===== src/rtl/ui_scanner.sv =====
// ---------------------------------------------------------------------------
// ui_scanner
//
// Display scanner for a small processor board. Each refresh snapshots one
// word from the register file, data RAM or instruction ROM (chosen by the
// switches), waits for the read latency and then captures the word for the
// LCD together with its byte address on digit7/digit6. The index comes
// either from the switches (manual mode) or from an auto-incrementing scan
// counter (scan mode). digit5..digit0 mirror pc and clock_counter.
//
// Ports
//   clk                        rising-edge clock
//   reset                      synchronous, active-low reset
//   SW[17:0]                   [4:0] reg idx, [9:5] ram idx, [14:10] rom idx,
//                              [16:15] source select, [17] scan enable
//   clock_counter[15:0]        free-running processor cycle count
//   pc[15:0]                   processor program counter
//   reg_out/ram_out/rom_out    read data for reg_idx/ram_idx/rom_idx
//   reg_idx/ram_idx/rom_idx    word index issued to each source
//   lcd_data                   captured word for the LCD
//   lcd_upd                    one-cycle pulse when lcd_data/digit7/digit6 update
//   digit7..digit0             hex digit nibbles
// ---------------------------------------------------------------------------
module ui_scanner #(
    parameter int DATA_W   = 32,
    parameter int RD_LAT   = 1,
    parameter int SCAN_DIV = 25000000,
    parameter int STRIDE   = 4
) (
    input  logic              clk,
    input  logic              reset,
    input  logic [17:0]       SW,
    input  logic [15:0]       clock_counter,
    input  logic [15:0]       pc,
    input  logic [DATA_W-1:0] reg_out,
    input  logic [DATA_W-1:0] ram_out,
    input  logic [DATA_W-1:0] rom_out,
    output logic [4:0]        reg_idx,
    output logic [4:0]        ram_idx,
    output logic [4:0]        rom_idx,
    output logic [DATA_W-1:0] lcd_data,
    output logic              lcd_upd,
    output logic [3:0]        digit7,
    output logic [3:0]        digit6,
    output logic [3:0]        digit5,
    output logic [3:0]        digit4,
    output logic [3:0]        digit3,
    output logic [3:0]        digit2,
    output logic [3:0]        digit1,
    output logic [3:0]        digit0
);

    typedef enum logic [1:0] {ST_ISSUE, ST_WAIT, ST_CAPTURE} state_t;
    typedef enum logic [1:0] {SRC_REG, SRC_RAM, SRC_ROM} src_t;

    localparam int DIV_W = $clog2(SCAN_DIV);
    localparam logic [DIV_W-1:0] DIV_LAST  = DIV_W'(SCAN_DIV - 1);
    localparam logic [1:0]       WAIT_LAST = 2'(RD_LAT - 1);

    state_t           state_q, state_d;
    logic [1:0]       wait_cnt;
    logic             wait_done;
    logic             do_issue, do_capture;

    logic [DIV_W-1:0] div_cnt;
    logic [4:0]       scan_idx;
    logic             scan_en_q;
    logic             scan_enter;

    src_t             sel_now, sel_q;
    logic [4:0]       field_now, idx_now, idx_q;
    logic [7:0]       addr_lo;

    // ------------------------------------------------------------------
    // Source decode and index selection for the next snapshot
    // ------------------------------------------------------------------
    // NOTE: every signal driven from always_comb gets a default first, so
    // no path can leave it unassigned and infer a latch.
    always_comb begin
        sel_now   = SRC_ROM;
        field_now = SW[14:10];
        case (SW[16:15])
            2'b00: begin
                sel_now   = SRC_REG;
                field_now = SW[4:0];
            end
            2'b01: begin
                sel_now   = SRC_RAM;
                field_now = SW[9:5];
            end
            default: begin
                sel_now   = SRC_ROM;
                field_now = SW[14:10];
            end
        endcase
    end

    // On the scan-entry cycle scan_idx is only just being loaded, so an
    // ISSUE landing on that same edge takes the switch field directly.
    assign scan_enter = SW[17] & ~scan_en_q;
    assign idx_now    = (SW[17] && !scan_enter) ? scan_idx : field_now;

    // ------------------------------------------------------------------
    // FSM: state register
    // ------------------------------------------------------------------
    // NOTE: sequential state uses non-blocking assignments so every
    // register samples pre-edge values regardless of block ordering.
    always_ff @(posedge clk) begin
        if (!reset) state_q <= ST_ISSUE;
        else        state_q <= state_d;
    end

    // FSM: next-state logic
    always_comb begin
        state_d = state_q;
        case (state_q)
            ST_ISSUE:   state_d = ST_WAIT;
            ST_WAIT:    if (wait_done) state_d = ST_CAPTURE;
            ST_CAPTURE: state_d = ST_ISSUE;
            default:    state_d = ST_ISSUE;
        endcase
    end

    // FSM: outputs
    always_comb begin
        do_issue   = 1'b0;
        do_capture = 1'b0;
        case (state_q)
            ST_ISSUE:   do_issue   = 1'b1;
            ST_CAPTURE: do_capture = 1'b1;
            default:    ;
        endcase
    end

    assign wait_done = (wait_cnt == WAIT_LAST);

    // Wait counter: cleared on ISSUE, counts RD_LAT cycles in WAIT.
    always_ff @(posedge clk) begin
        if (!reset)                     wait_cnt <= '0;
        else if (do_issue)              wait_cnt <= '0;
        else if (state_q == ST_WAIT)    wait_cnt <= wait_cnt + 2'd1;
    end

    // ------------------------------------------------------------------
    // Scan divider and scan index
    // ------------------------------------------------------------------
    always_ff @(posedge clk) begin
        if (!reset) begin
            div_cnt   <= '0;
            scan_idx  <= '0;
            scan_en_q <= 1'b0;
        end else begin
            scan_en_q <= SW[17];
            if (scan_enter) begin
                div_cnt  <= '0;
                scan_idx <= field_now;
            end else if (SW[17]) begin
                if (div_cnt == DIV_LAST) begin
                    div_cnt  <= '0;
                    scan_idx <= scan_idx + 5'd1;
                end else begin
                    div_cnt <= div_cnt + 1'b1;
                end
            end else begin
                div_cnt <= '0;
            end
        end
    end

    // ------------------------------------------------------------------
    // Snapshot, index outputs and capture
    // ------------------------------------------------------------------
    // Address is formed at full integer width before keeping the low byte,
    // so large STRIDE values wrap rather than overflow a narrow product.
    assign addr_lo = 8'(32'(idx_q) * 32'(STRIDE));

    always_ff @(posedge clk) begin
        if (!reset) begin
            sel_q    <= SRC_REG;
            idx_q    <= '0;
            reg_idx  <= '0;
            ram_idx  <= '0;
            rom_idx  <= '0;
            lcd_data <= '0;
            lcd_upd  <= 1'b0;
            digit7   <= '0;
            digit6   <= '0;
        end else begin
            lcd_upd <= do_capture;
            if (do_issue) begin
                sel_q <= sel_now;
                idx_q <= idx_now;
                // Non-selected index outputs hold their last value.
                case (sel_now)
                    SRC_REG: reg_idx <= idx_now;
                    SRC_RAM: ram_idx <= idx_now;
                    default: rom_idx <= idx_now;
                endcase
            end
            if (do_capture) begin
                case (sel_q)
                    SRC_REG: lcd_data <= reg_out;
                    SRC_RAM: lcd_data <= ram_out;
                    default: lcd_data <= rom_out;
                endcase
                digit7 <= addr_lo[7:4];
                digit6 <= addr_lo[3:0];
            end
        end
    end

    // Status digits track pc and clock_counter every cycle.
    logic unused_pc_hi;
    assign unused_pc_hi = ^pc[15:8];

    always_ff @(posedge clk) begin
        if (!reset) begin
            digit5 <= '0;
            digit4 <= '0;
            digit3 <= '0;
            digit2 <= '0;
            digit1 <= '0;
            digit0 <= '0;
        end else begin
            digit5 <= pc[7:4];
            digit4 <= pc[3:0];
            digit3 <= clock_counter[15:12];
            digit2 <= clock_counter[11:8];
            digit1 <= clock_counter[7:4];
            digit0 <= clock_counter[3:0];
        end
    end

endmodule

===== config.mk =====
export PLATFORM = sky130hd
export DESIGN_NAME = ui_scanner
export DESIGN_NICKNAME = d
export VERILOG_FILES = /design/src/rtl/ui_scanner.sv
export SDC_FILE = /design/constraint.sdc
export NUM_CORES = 1
export LEC_CHECK = 0
export CORE_MARGIN = 10
export CORE_UTILIZATION = 45
export DETAILED_ROUTE_END_ITERATION = 12
export PLACE_DENSITY = 0.93
export SKIP_CTS_REPAIR_TIMING = 1
export SYNTH_ARGS = -nofsm -noshare
export SYNTH_HDL_FRONTEND = slang
export SYNTH_SLANG_ARGS = --single-unit

===== constraint.sdc =====
create_clock -name clk -period 3.38 [get_ports clk]
set_input_delay 0.676 -clock clk [delete_from_list [all_inputs] [get_ports clk]]
set_output_delay 0.676 -clock clk [all_outputs]
set_load 0.01 [all_outputs]

# Word-level counts from Yosys, hierarchy flattened
# Cells that the tools add are included.
classes:
  add_sub_neg: 3
  eq_ne: 7
  mux: 11
  bitwise_logic: 5
  n_reduce_logical: 16
op_table:
  columns: ["operator", "n"]
  rows:
  - ["32-bit one-hot mux with 2 select lines", 1]
  - ["25-bit by 1-bit adder with 25-bit output (second input constant)", 1]
  - ["25-bit == test (second input constant)", 1]
  - ["5-bit two-way mux", 4]
  - ["2-bit zero test", 5]
  - ["5-bit one-hot mux with 2 select lines", 1]
  - ["2-bit by 1-bit == test with 1-bit output (second input constant)", 4]
  - ["2-bit one-hot mux with 2 select lines", 2]
  - ["2-bit AND reduction", 4]
  - ["5-bit by 1-bit adder with 5-bit output (second input constant)", 1]
  - ["1-bit inverter", 4]
  - ["2-bit nonzero test", 2]
  - ["2-bit OR reduction", 2]
  - ["4-bit OR reduction", 1]
  - ["2-bit by 1-bit adder with 2-bit output (second input constant)", 1]
  - ["2-bit == test (second input constant)", 1]
  - ["1-bit two-way mux", 2]
  - ["2-bit two-way mux", 1]
  - ["2-bit != test (second input constant)", 1]
  - ["1-bit AND", 1]
  - ["1-bit logical AND", 1]
  - ["1-bit zero test", 1]
totals:
  ff_bits: 119
  in_bits: 148
  out_inout_bits: 80

# Logic depth before layout (Yosys ltp)
# Gate-level depths: netlist of run 1.
depth:
  ltp_word: 6
  mapped_depth: 9
  ltp_nobuf: 6

# Least setup slack after synthesis of run 1
# OpenSTA, ideal clock, no wires.
synth_timing:
  path_type: "flip-flop to flip-flop"
  start: "register div_cnt[0]"
  end: "register scan_idx[3]"
  t_arrival_ns: 2.077
  required_time_ns: 3.303
  setup_slack_ns: 1.227
  path_stages_with_launch: 9
  n_path_buf: 2
  period_less_slack_ns: 2.153
  cell_sequence: "dfxtp_1 > ha_1 > and3_1 > buf_2 > nand3_1 > or3_1 > buf_2 > or4_1 > a41oi_2"
synth_between:
  elab_chain_cells: 3
synth_lines:
  columns: ["element", "line", "text"]
  rows:
  - ["start: declaration", "65", "logic [DIV_W-1:0] div_cnt;"]
  - ["start signal: assignment", "162", "div_cnt <= div_cnt + 1'b1;"]
  - ["25-bit == test", "158", "if (div_cnt == DIV_LAST) begin"]
  - ["2-bit nonzero test (no line)", null, null]
  - ["2-bit AND reduction (no line)", null, null]
  - ["end signal: assignment", "156", "scan_idx <= field_now;"]
  - ["end signal: assignment", "160", "scan_idx <= scan_idx + 5'd1;"]
  - ["end: declaration", "66", "logic [4:0] scan_idx;"]
# No other way between the ends.
# A chain may end at the register's enable or synchronous reset.

# Final worst setup path of run 1
layout_timing:
  start: "register div_cnt[0]"
  end: "register scan_idx[4]"
# The elaborated chain is that of the path after synthesis.

==> results.yml, run 1 <==
outcome:
  status: "finished, final reports clean"
route:
  drc_errors: 0
  wl_um: 16700
  viasPerCell: 5.17
  initialDrtViolationCount: 298
  vias: 5009
  first_pass_iters: 4
  final_antenna_net_count: 0
  post_drt_wl_per_cell_um: 17.2
power_and_ir_drop:
  internal_power_mw: 2.99
  powerDensity_mw_per_mm2: 505
  p_leak_nw: 2.79
  p_sw_mw: 1.01
  power.share.clock_pct: 47.0
  ir_worst_vdd_mv: 0.426
  switching_share_pct: 25.3
  pwr-share-seq_pct: 38.7
  power_frac_comb_pct: 14.3
  finalPower_mw: 4.00
logic_synthesis:
  yosysSeqAreaShare_pct: 47.0
  synth_edf_count: 0
  ys.flop_type: "dfxtp_1"
  postSynthCellCount: 613
  syn_area_sq_mm: 0.00507
  ys_types: 41
  synth_warnings: 0
  synth_seq_cells: 119
  ys_async_sr_fraction_pct: 0
  synth_area_per_cell_sq_um: 8.28
placement:
  finalWeightedCongestion: 0.809
  dp_hpwl_um: 12300
  dp.cells: 935
  port_buffers: 216
  dpl_cell_area_sq_mm: 0.00730
clocking:
  htreeDepth: 4
  clock-sinks: 119
  cts_buffer_depth: 2
  cts_buffers: 17
  cts.clk_slew.worst_paths_ns: 0.06
  insertion_delay_ns: 0.41
  clock-root-buffer: "clkbuf_16"
  cts_tree: "done"
sta:
  clock_skew_ns: 0.0137
  rsz0062_at_grt: "false"
  finalHoldViolCount: 0
  fin_tns_setup_ns: 0
  worst_pin_slew_ns: 1.06
  holdWs_ns: 0.451
  finalSetupViolCount: 0
  max_slew_margin_pct: 29.5
  drv_slew: 0
  finalCritPeriodShare_pct: 71.5
  fmax_mhz: 414
  fin_crit_ns: 2.42
die:
  dieWidth_um: 126
  ioPinCount: 228
  coreArea_sq_mm: 0.0109
  die-area_sq_mm: 0.0159
  rows: 38
  start_util_pct: 46.4
  die-height_um: 126
global_route:
  grt_pass1_vias: 5090
  antenna_found_initial: 2
  grt_pass1_wl_um: 26900
  grt_max_degree: 66
  grt.total_usage_pct: 20.4
  overflow: 0
critical_path:
  cp-start-kind: "register"
  reg2reg_depth: 6
  critical_path_class: "register to register"
  cp_max_fo: 9
  r2r-start: "div_cnt[0]$_SDFF_PP0_"
  crit_start: "div_cnt[0]$_SDFF_PP0_"
  cp.arrival_ns: 2.75
  endpoint_kind: "register"
  cp_data_required_time_ns: 3.71
hold_path:
  hp-start: "lcd_data[15]$_SDFFE_PN0P_"
  holdCritPathClass: "register to register"
  hold_depth: 2
job:
  cap_violations: 0
finish:
  layout-drive-gt1-share_pct: 5.93
  fill_cells: 783
  layout_common_cells: "clkdlybuf4s50_1, nand2_1, dfxtp_1, nor2_1, a21oi_1"
  regArea_sq_mm: 0.00238
  multi_input_area_sq_mm: 0.00248
  area_growth_pct: 56.2
  postLayoutCellArea_sq_mm: 0.00792
  nNetsFinal: 965
  fin_cells: 969
  layout_commonest_cell: "clkdlybuf4s50_1"
## power by group through the flow
stage          logic (mW)  clock network [mW]  registers, mW
6_report            0.571                1.88           1.55
5_1_grt             0.627                1.97           1.56
4_1_cts             0.574                1.91           1.55
3_5_place_dp        0.566                   0           1.58
3_3_place_gp        0.554                   0           1.57
2_1_floorplan       0.243                   0           1.57
## cell type report
cell class              instances  area share (%)
flip-flops and latches        119            30.1
multi-input cells             440            31.3
repair buffers                224            28.0
diodes                          2          0.0632
clock inverters                14            2.34
well taps                     140            2.21
inverters                      12           0.568
clock buffers                  18            5.42
## registers in the layout (all words and copies together), names as in the netlist, 2 cells and up
| name | flops |
|---|---|
| sel_q | 2 |
| lcd_data | 32 |
| digit4 | 4 |
| div_cnt | 25 |
| digit2 | 4 |
| ram_idx | 5 |
| digit5 | 4 |
| digit0 | 4 |
| wait_cnt | 2 |
| state_q | 2 |
| digit7 | 3 |
| digit3 | 4 |
| idx_q | 5 |
| scan_idx | 5 |
| digit6 | 2 |
| digit1 | 4 |
| rom_idx | 5 |
| reg_idx | 5 |
## metrics by stage
stage	setup slack, ns	utilization, %
3_3_place_gp	0.829	66.8
2_1_floorplan	1.23	-
3_5_place_dp	0.787	66.8
5_1_grt	0.824	72.5
6_report	0.963	72.5
4_1_cts	0.957	72.4
## synth_stat cells (2+ instances only)
library cell | instances | area share, %
clkbuf_1 | 33 | 2.4
nor3_1 | 11 | 1.1
xor2_1 | 10 | 1.7
mux2_2 | 2 | 0.44
nor2_1 | 56 | 4.1
dfxtp_1 | 119 | 47
a21oi_1 | 44 | 4.3
nor3b_1 | 2 | 0.30
inv_1 | 12 | 0.89
nor4_1 | 2 | 0.25
and2_1 | 29 | 3.6
and4_1 | 3 | 0.52
a211oi_1 | 21 | 3.1
nor4b_1 | 2 | 0.35
nor2b_1 | 2 | 0.25
and3_1 | 2 | 0.25
nand2b_1 | 2 | 0.25
nand2_1 | 128 | 9.5
xnor2_1 | 13 | 2.2
nand4_1 | 7 | 0.86
or4_1 | 2 | 0.30
ha_1 | 3 | 0.74
buf_1 | 6 | 0.44
o21ai_0 | 37 | 3.6
buf_2 | 2 | 0.20
buf_4 | 3 | 0.44
mux2i_1 | 40 | 7.9
nand3_1 | 7 | 0.69
## kinds of logic (layout without fill, tap and decap cells)
group | count (synthesis) | after routing | synth area share, %
buffers and inverters | 56 | 268 | 4.41
DFF | 119 | 119 | 47.0
muxes | 42 | 42 | 8.34
AOI/OAI and AO/OA | 109 | 109 | 12.4
and+or+nand+nor | 260 | 260 | 23.1
other | 1 | 5 | 0.0739
adders and majority gates | 3 | 3 | 0.740
xor gates and xnor gates | 23 | 23 | 3.97
## metal layers
layer | track usage (%) | part of all wire (%) | vias to the layer above
met1 | 23.0 | 40 | 2313
met3 | 6.38 | 8.1 | 21
met5 | 0 | 0 | -
met2 | 36.1 | 50 | 217
met4 | 6.16 | 1.6 | 0
li1 | - | - | 2458
## path summary, 6_finish.rpt
check                                                 end  slack, ns
worst min register to register  lcd_data[15]$_SDFFE_PN0P_       0.45
worst min-delay path            lcd_data[15]$_SDFFE_PN0P_       0.45
worst max-delay path             scan_idx[4]$_SDFFE_PN0P_       0.96
worst max register to register   scan_idx[4]$_SDFFE_PN0P_       0.96
## critical path: stages, from the launching register on
cell     delay [ns]
dfxtp_1        0.39
ha_1           0.20
and3_1         0.31
nand3_1        0.16
or3_1          0.52
or4_1          0.57
a31oi_1        0.20
Note: power is estimated with default switching activity, not from simulation.
==> run 2, diff against run 1 <==
- CORE_UTILIZATION: 45 -> 42
- PLACE_DENSITY: 0.93 -> 0.88
- clock period: 3.38 -> 2.4 ns (I/O delays scaled with it)
==> results.yml, run 2 (same netlist as run 1, synthesis figures left out) <==
outcome:
  status: "finished, final reports clean"
global_route:
  grt.total_usage_pct: 18.5
  grt_pass1_vias: 4815
  grtUsageMet1_pct: 19.6
  grt_use_met3_pct: 8.52
  grt_max_degree: 60
  antenna_found_initial: 1
  grt.busiest_layer: "met2"
  grt_pass1_wl_um: 24900
  grtUsageMet2_pct: 32.3
  overflow: 0
finish:
  area_growth_pct: 58.0
  layout_commonest_cell: "clkdlybuf4s50_1"
  top_register: "lcd_data"
  layout-drive-gt1-share_pct: 6.71
  top_regs: "lcd_data (32), div_cnt (25)"
  layout_common_cells: "clkdlybuf4s50_1, nand2_1, dfxtp_1, nor2_1, a21oi_1"
  largest_reg_flops: 32
  nNetsFinal: 972
hold_path:
  holdCritPathClass: "register to register"
  hold_depth: 2
route:
  viasPerCell: 5.00
  vias: 4914
  drc_errors: 0
  final_antenna_net_count: 0
  initialDrtViolationCount: 361
  first_pass_iters: 4
  wl_um: 16300
  post_drt_wl_per_cell_um: 16.6
critical_path:
  cp.arrival_ns: 2.57
  cp_max_fo: 9
  reg2reg_depth: 6
  endpoint_kind: "register"
  cp_data_required_time_ns: 2.73
  reg2reg_slack_ns: 0.17
  cp-start-kind: "register"
  critical_path_class: "register to register"
die:
  coreArea_sq_mm: 0.0119
  start_util_pct: 42.6
  ioPinCount: 228
  rows: 40
  die-height_um: 130
  die-area_sq_mm: 0.0169
  dieWidth_um: 130
power_and_ir_drop:
  finalPower_mw: 5.70
  p_leak_nw: 2.85
  ir_worst_vdd_mv: 0.467
  powerDensity_mw_per_mm2: 711
clocking:
  cts_buffer_depth: 2
  clock-root-buffer: "clkbuf_16"
  clock-sinks: 119
  cts.clk_slew.worst_paths_ns: 0.06
  insertion_delay_ns: 0.41
  htreeDepth: 4
  cts_tree: "done"
  cts_buffers: 17
sta:
  clock_skew_ns: 0.00628
  drv_slew: 0
  rsz0062_at_grt: "false"
  fmax_mhz: 448
  finalHoldViolCount: 0
  fin_tns_setup_ns: 0
  fin_crit_ns: 2.23
  finalCritPeriodShare_pct: 93.0
  finalSetupViolCount: 0
  max_slew_margin_pct: 63.9
  worst_pin_slew_ns: 0.542
placement:
  finalWeightedCongestion: 0.818
  port_buffers: 216
  dp_hpwl_um: 12200
job:
  cap_violations: 0
## run 2: per-stage QoR
| step | setup WS, ns | utilization [%] | hold WS (ns) | instance area [sq um] | cells |
|---|---|---|---|---|---|
| final | 0.168 | 67.3 | 0.450 | 8020 | 982 |
| after global routing | 0.0355 | 67.3 | 0.464 | 8020 | 982 |
| after CTS | 0.167 | 67.3 | 0.451 | 8020 | 981 |
| after detailed placement | 0.208 | 61.9 | 0.443 | 7380 | 949 |
| after global placement | 0.234 | 61.9 | 0.438 | 7380 | 949 |
| after floorplan | 0.247 | - | 0.426 | 5080 | 615 |
## run 2: critical path: stages (launching register included)
cell,delay (ns)
dfxtp_1,0.37
ha_1,0.20
and3_1,0.20
nand3_1,0.15
or3_1,0.51
or4_1,0.54
a41oi_2,0.20
## run 2: per-layer routing
| metal | part of all wire [%] | vias to the layer above |
|---|---|---|
| li1 | - | 2473 |
| met1 | 39 | 2251 |
| met2 | 50 | 180 |
| met3 | 11 | 10 |
| met4 | 0.67 | 0 |
| met5 | 0 | - |
## run 2: layout make-up
type | instances | area [sq um]
Inverter | 12 | 45.0
Sequential cell | 119 | 2380
Timing Repair Buffer | 231 | 2290
Antenna cell | 1 | 2.50
Tap cell | 147 | 184
Clock inverter | 13 | 194
Clock buffer | 19 | 443
Fill cell | 926 | 3890
Multi-Input combinational cell | 440 | 2480
## run 2: report_power, final
group	switching (mW)	internal, mW
registers	0.0765	2.08
logic	0.365	0.478
clock network	0.917	1.78
total	1.36	4.34
## run 2: worst paths after layout
kind / from / endpoint
setup / recovery: div_cnt[0]$_SDFF_PP0_ / scan_idx[3]$_SDFFE_PN0P_
hold / removal: idx_q[2]$_SDFFE_PN0P_ / digit7[0]$_SDFFE_PN0P_
setup reg to reg: div_cnt[0]$_SDFF_PP0_ / scan_idx[3]$_SDFFE_PN0P_
hold reg to reg: idx_q[2]$_SDFFE_PN0P_ / digit7[0]$_SDFFE_PN0P_
==> RTL edit 1: new RTL, flow settings as in run 2 <==
Remove the register `digit0`: a continuous assignment takes its place, so the output `digit0` follows one clock earlier.
--- a/src/rtl/ui_scanner.sv
+++ b/src/rtl/ui_scanner.sv
@@ -220,15 +220,15 @@
             digit3 <= '0;
             digit2 <= '0;
             digit1 <= '0;
-            digit0 <= '0;
         end else begin
             digit5 <= pc[7:4];
             digit4 <= pc[3:0];
             digit3 <= clock_counter[15:12];
             digit2 <= clock_counter[11:8];
             digit1 <= clock_counter[7:4];
-            digit0 <= clock_counter[3:0];
         end
     end
 
+    assign digit0 = clock_counter[3:0];
+
 endmodule
Check against the original RTL: not equivalent (Yosys sat finds a counterexample within 4 cycles, from zero or initial values and one cycle with reset low).
==> RTL edit 1 against run 2 <==
- combinational power fell by 2%
- routed wire length increased by 4.1%
- core utilization fell by 0.37 points
- final cell count up 2.3%
- total power shrank 2.6%
- via count is 5.4% higher
- design area increased by 0.70%
- maximum frequency rose by 2.4%
- worst hold slack better by 9.6 ps
- worst setup slack better by 53 ps
- sequential cell count decreased by 4
- critical path type unchanged
- synthesized cell count up 2.1%
- synthesized area increased by 2.7%
==> RTL edit 1: results (changes against run 2) <==
The worst-case hold slack is 459.1 ps (was 449.6 ps). The flow ran to the end, and the final reports show no timing, DRC or antenna violations. The run gives 5,178 (was 4,914) as the total via count in the routed design. The final period demand of the worst path is 2179 ps (was 2232 ps). The total iterations of the first detailed-routing run is 5 (was 4). The worst-case headroom to the max-slew limit came out at 52.92% (was 63.89%).

The overall routing resource usage was 19.25% (was 18.53%); the via count of the first global-routing pass was 4,948 (was 4,815). Area share of xor/xnor cells in the synthesized design: 2.018% (was 3.970%). Number of design-rule violations left by the first detailed-router iteration: 455 (was 361). The cell count of the worst reg-to-reg path was 5 (was 6). The peak ir drop on the vdd network was 0.6422 mV (was 0.4672 mV). The multiplexer area fraction after synthesis is 7.495% (was 8.335%).

The tools report the launch point of the worst hold path as digit6[3]$_SDFFE_PN0P_ (was idx_q[2]$_SDFFE_PN0P_). The share of cells above drive strength 1 was 7.177% (was 6.715%). Routability congestion estimate: 0.8740 (was 0.8179). Dominant cells by area after synthesis: sky130_fd_sc_hd__dfxtp_1 (44%), sky130_fd_sc_hd__nand2_1 (8.9%), sky130_fd_sc_hd__mux2i_1 (7.5%) (was sky130_fd_sc_hd__dfxtp_1 (47%), sky130_fd_sc_hd__nand2_1 (9.5%), sky130_fd_sc_hd__mux2i_1 (7.9%)). The adder-cell area share of the yosys netlist is 0.7206% (was 0.7398%), and the wire length of the first global-routing pass is 27.08 mm (was 24.93 mm). Average detailed-routed wire length per instance: 16.92 um (was 16.63 um). The pre-CTS setup slack is 116.9 ps (was 208.2 ps).

End of the critical path: div_cnt[20]$_SDFF_PP0_ (was scan_idx[3]$_SDFFE_PN0P_). Leakage power figure: 2.833 nW (was 2.847 nW). The number of library cell types mapped by synthesis is 48 (was 41), and the number of nets in the finished design is 974 (was 972).
==> RTL edit 1: cell types whose count changed after synthesis, moves of 7 or more <==
| cell | run 2 | this run |
|---|---|---|
| sky130_fd_sc_hd__o21ai_0 | 37 | 70 |
| sky130_fd_sc_hd__a21boi_0 | 0 | 38 |
| sky130_fd_sc_hd__nor2_1 | 56 | 21 |
| sky130_fd_sc_hd__xor2_1 | 10 | 2 |
| sky130_fd_sc_hd__a21oi_1 | 44 | 34 |
| sky130_fd_sc_hd__and3_1 | 2 | 9 |
| sky130_fd_sc_hd__a211oi_1 | 21 | 3 |
==> RTL edit 1: power groups by stage <==
stage,Clock (mW),Combinational (mW),Sequential [mW]
floorplan,0,0.333,2.13
global placement,0,0.803,2.12
detailed placement,0,0.818,2.12
CTS,2.69,0.828,2.08
global route,2.78,0.896,2.09
finish,2.64,0.824,2.08
==> RTL edit 1: layout make-up <==
type,instances,area (um^2)
Fill cell,931,3988
Multi-Input combinational cell,457,2671
Sequential cell,115,2305
Timing Repair Buffer,223,2227
Clock buffer,18,439.2
Tap cell,168,210.2
Clock inverter,14,185.2
Inverter,9,33.78
Antenna cell,1,2.502
==> RTL edit 1: critical path, delay by kind of cell (launching register included) <==
family                     cells  cell delay (ps)
and+or+nand+nor                3             1380
DFF                            1              370
adders and majority gates      1              230
AOI/OAI and AO/OA              1              130
==> RTL edit 1: metal layers <==
metal / vias up / global-route usage, % / wire (um)
li1: 2555 / - / -
met1: 2401 / 23.32 / 7466
met2: 198 / 31.43 / 8069
met3: 24 / 5.488 / 1060
met4: 0 / 7.726 / 403
met5: - / 0 / 0
==> RTL edit 2: new RTL, flow settings as in run 2 <==
Made on the original files. Change the parameter `DATA_W` from 32 to 40.
--- a/src/rtl/ui_scanner.sv
+++ b/src/rtl/ui_scanner.sv
@@ -22,7 +22,7 @@
 //   digit7..digit0             hex digit nibbles
 // ---------------------------------------------------------------------------
 module ui_scanner #(
-    parameter int DATA_W   = 32,
+    parameter int DATA_W   = 40,
     parameter int RD_LAT   = 1,
     parameter int SCAN_DIV = 25000000,
     parameter int STRIDE   = 4
Interface: changed (resized lcd_data, ram_out, reg_out and rom_out); port bits go from 228 to 260. The function was not compared with the original's and may differ.
==> RTL edit 2 against run 2 <==
- highest routed layer unchanged
- synthesized area increased by 13%
- critical endpoint is now div_cnt[24]$_SDFF_PP0_
- design area increased by 12%
- routed wire length increased by 16%
- total power increased by 1.8%
- sequential cell count increased by 8
- worst setup slack about the same
- synthesized cell count increased by 11%
==> RTL edit 2: results (changes against run 2) <==
The number of design-rule violations left by the first detailed-router iteration was 370 (was 361); the register area share after synthesis was 44.54% (was 46.95%). The placement-stage cell area was 0.008374 mm^2 (was 0.007378 mm^2). The tools report the end point of the most critical hold path as scan_en_q$_SDFF_PN0_ (was digit7[0]$_SDFFE_PN0P_). The logs give 373.0 ps (was 449.6 ps) for the worst-case hold slack and 9.547 ps (was 6.277 ps) for the clock tree skew after final layout. The overall die width was 136.6 um (was 129.9 um); the largest net degree at the start of global routing was 105 (was 60).

The total iterations of the first detailed-routing run was 5 (was 4); the count of input and output buffers was 248 (was 216). The launch point of the worst hold path is reset (was idx_q[2]$_SDFFE_PN0P_). The logs give 29.70 mm (was 24.93 mm) for the wire length of the first global-routing pass and 0.8416 (was 0.8179) for the routability congestion estimate.

Dominant cells by area after synthesis: sky130_fd_sc_hd__dfxtp_1 (45%), sky130_fd_sc_hd__nand2_1 (9.9%), sky130_fd_sc_hd__mux2i_1 (9.5%) (was sky130_fd_sc_hd__dfxtp_1 (47%), sky130_fd_sc_hd__nand2_1 (9.5%), sky130_fd_sc_hd__mux2i_1 (7.9%)). The run gives 168.1 ps (was 168.0 ps) as the final critical-path setup slack. For the data arrival time of the critical path, the log shows 2580 ps (was 2570 ps).

Largest registers: lcd_data: 40 flops, div_cnt: 25 flops (was lcd_data: 32 flops, div_cnt: 25 flops). The via density per instance is 5.041 (was 5.004), and the leakage power figure is 3.161 nW (was 2.847 nW). The run gives 0.4019 mV (was 0.4672 mV) as the peak ir drop on the vdd network.

The biggest fanout along the worst timing path was 12 (was 9); the overall routing resource usage was 19.98% (was 18.53%). The count of mapped cells out of synthesis was 682 (was 613); the cell count of the worst reg-to-reg path was 5 (was 6). The run finished with clean final reports. Top cell types by occurrence after synthesis: sky130_fd_sc_hd__nand2_1 (151), sky130_fd_sc_hd__dfxtp_1 (127), sky130_fd_sc_hd__o21ai_0 (70) (was sky130_fd_sc_hd__nand2_1 (128), sky130_fd_sc_hd__dfxtp_1 (119), sky130_fd_sc_hd__nor2_1 (56)). For the number of library cell types mapped by synthesis, the log shows 45 (was 41).
## RTL edit 2: changes by cell type in the layout (fill, tap and decap cells not counted), moves of 7 or more
cell	change
sky130_fd_sc_hd__clkdlybuf4s50_1	+31
sky130_fd_sc_hd__nor3_1	-7
sky130_fd_sc_hd__a21boi_0	+46
sky130_fd_sc_hd__nand2_1	+23
sky130_fd_sc_hd__a21oi_1	-9
sky130_fd_sc_hd__dfxtp_1	+8
sky130_fd_sc_hd__o21ai_0	+33
sky130_fd_sc_hd__mux2i_1	+14
sky130_fd_sc_hd__xor2_1	-7
sky130_fd_sc_hd__a211oi_1	-19
sky130_fd_sc_hd__nor2_1	-36
## RTL edit 2: kinds of logic (layout without fill, tap and decap cells)
logic type,after synthesis,in the layout,share of synthesized area (%)
AO/OA/AOI/OAI,170,170,17.84
buffers and inverters,58,305,4.187
other,1,5,0.06570
adder cells (fa/ha/maj),3,3,0.6577
AND/OR/NAND/NOR,255,255,21.09
XOR/XNOR,14,14,2.148
multiplexers,54,54,9.470
flip-flops,127,127,44.54
## RTL edit 2: cell type report
| type | count | area, um^2 |
|---|---|---|
| inverter | 10 | 37.54 |
| sequential | 127 | 2545 |
| clock buffer | 20 | 456.7 |
| fill | 1052 | 4325 |
| antenna | 2 | 5.005 |
| clock inverter | 12 | 133.9 |
| multi-input combinational | 499 | 2944 |
| timing repair buffer | 263 | 2628 |
| tap | 176 | 220.2 |
## RTL edit 2: power breakdown
group	total, mW	switching, mW	internal (mW)
Clock	2.54	0.955	1.59
Sequential	2.30	0.0782	2.22
Combinational	0.957	0.405	0.553
Total	5.80	1.44	4.36
## RTL edit 2: metal layers
metal | GRT usage (%) | wire (um)
met2 | 33.88 | 9618
met1 | 22.84 | 7362
met3 | 7.148 | 1876
met5 | 0 | 0
met4 | 6.627 | 142
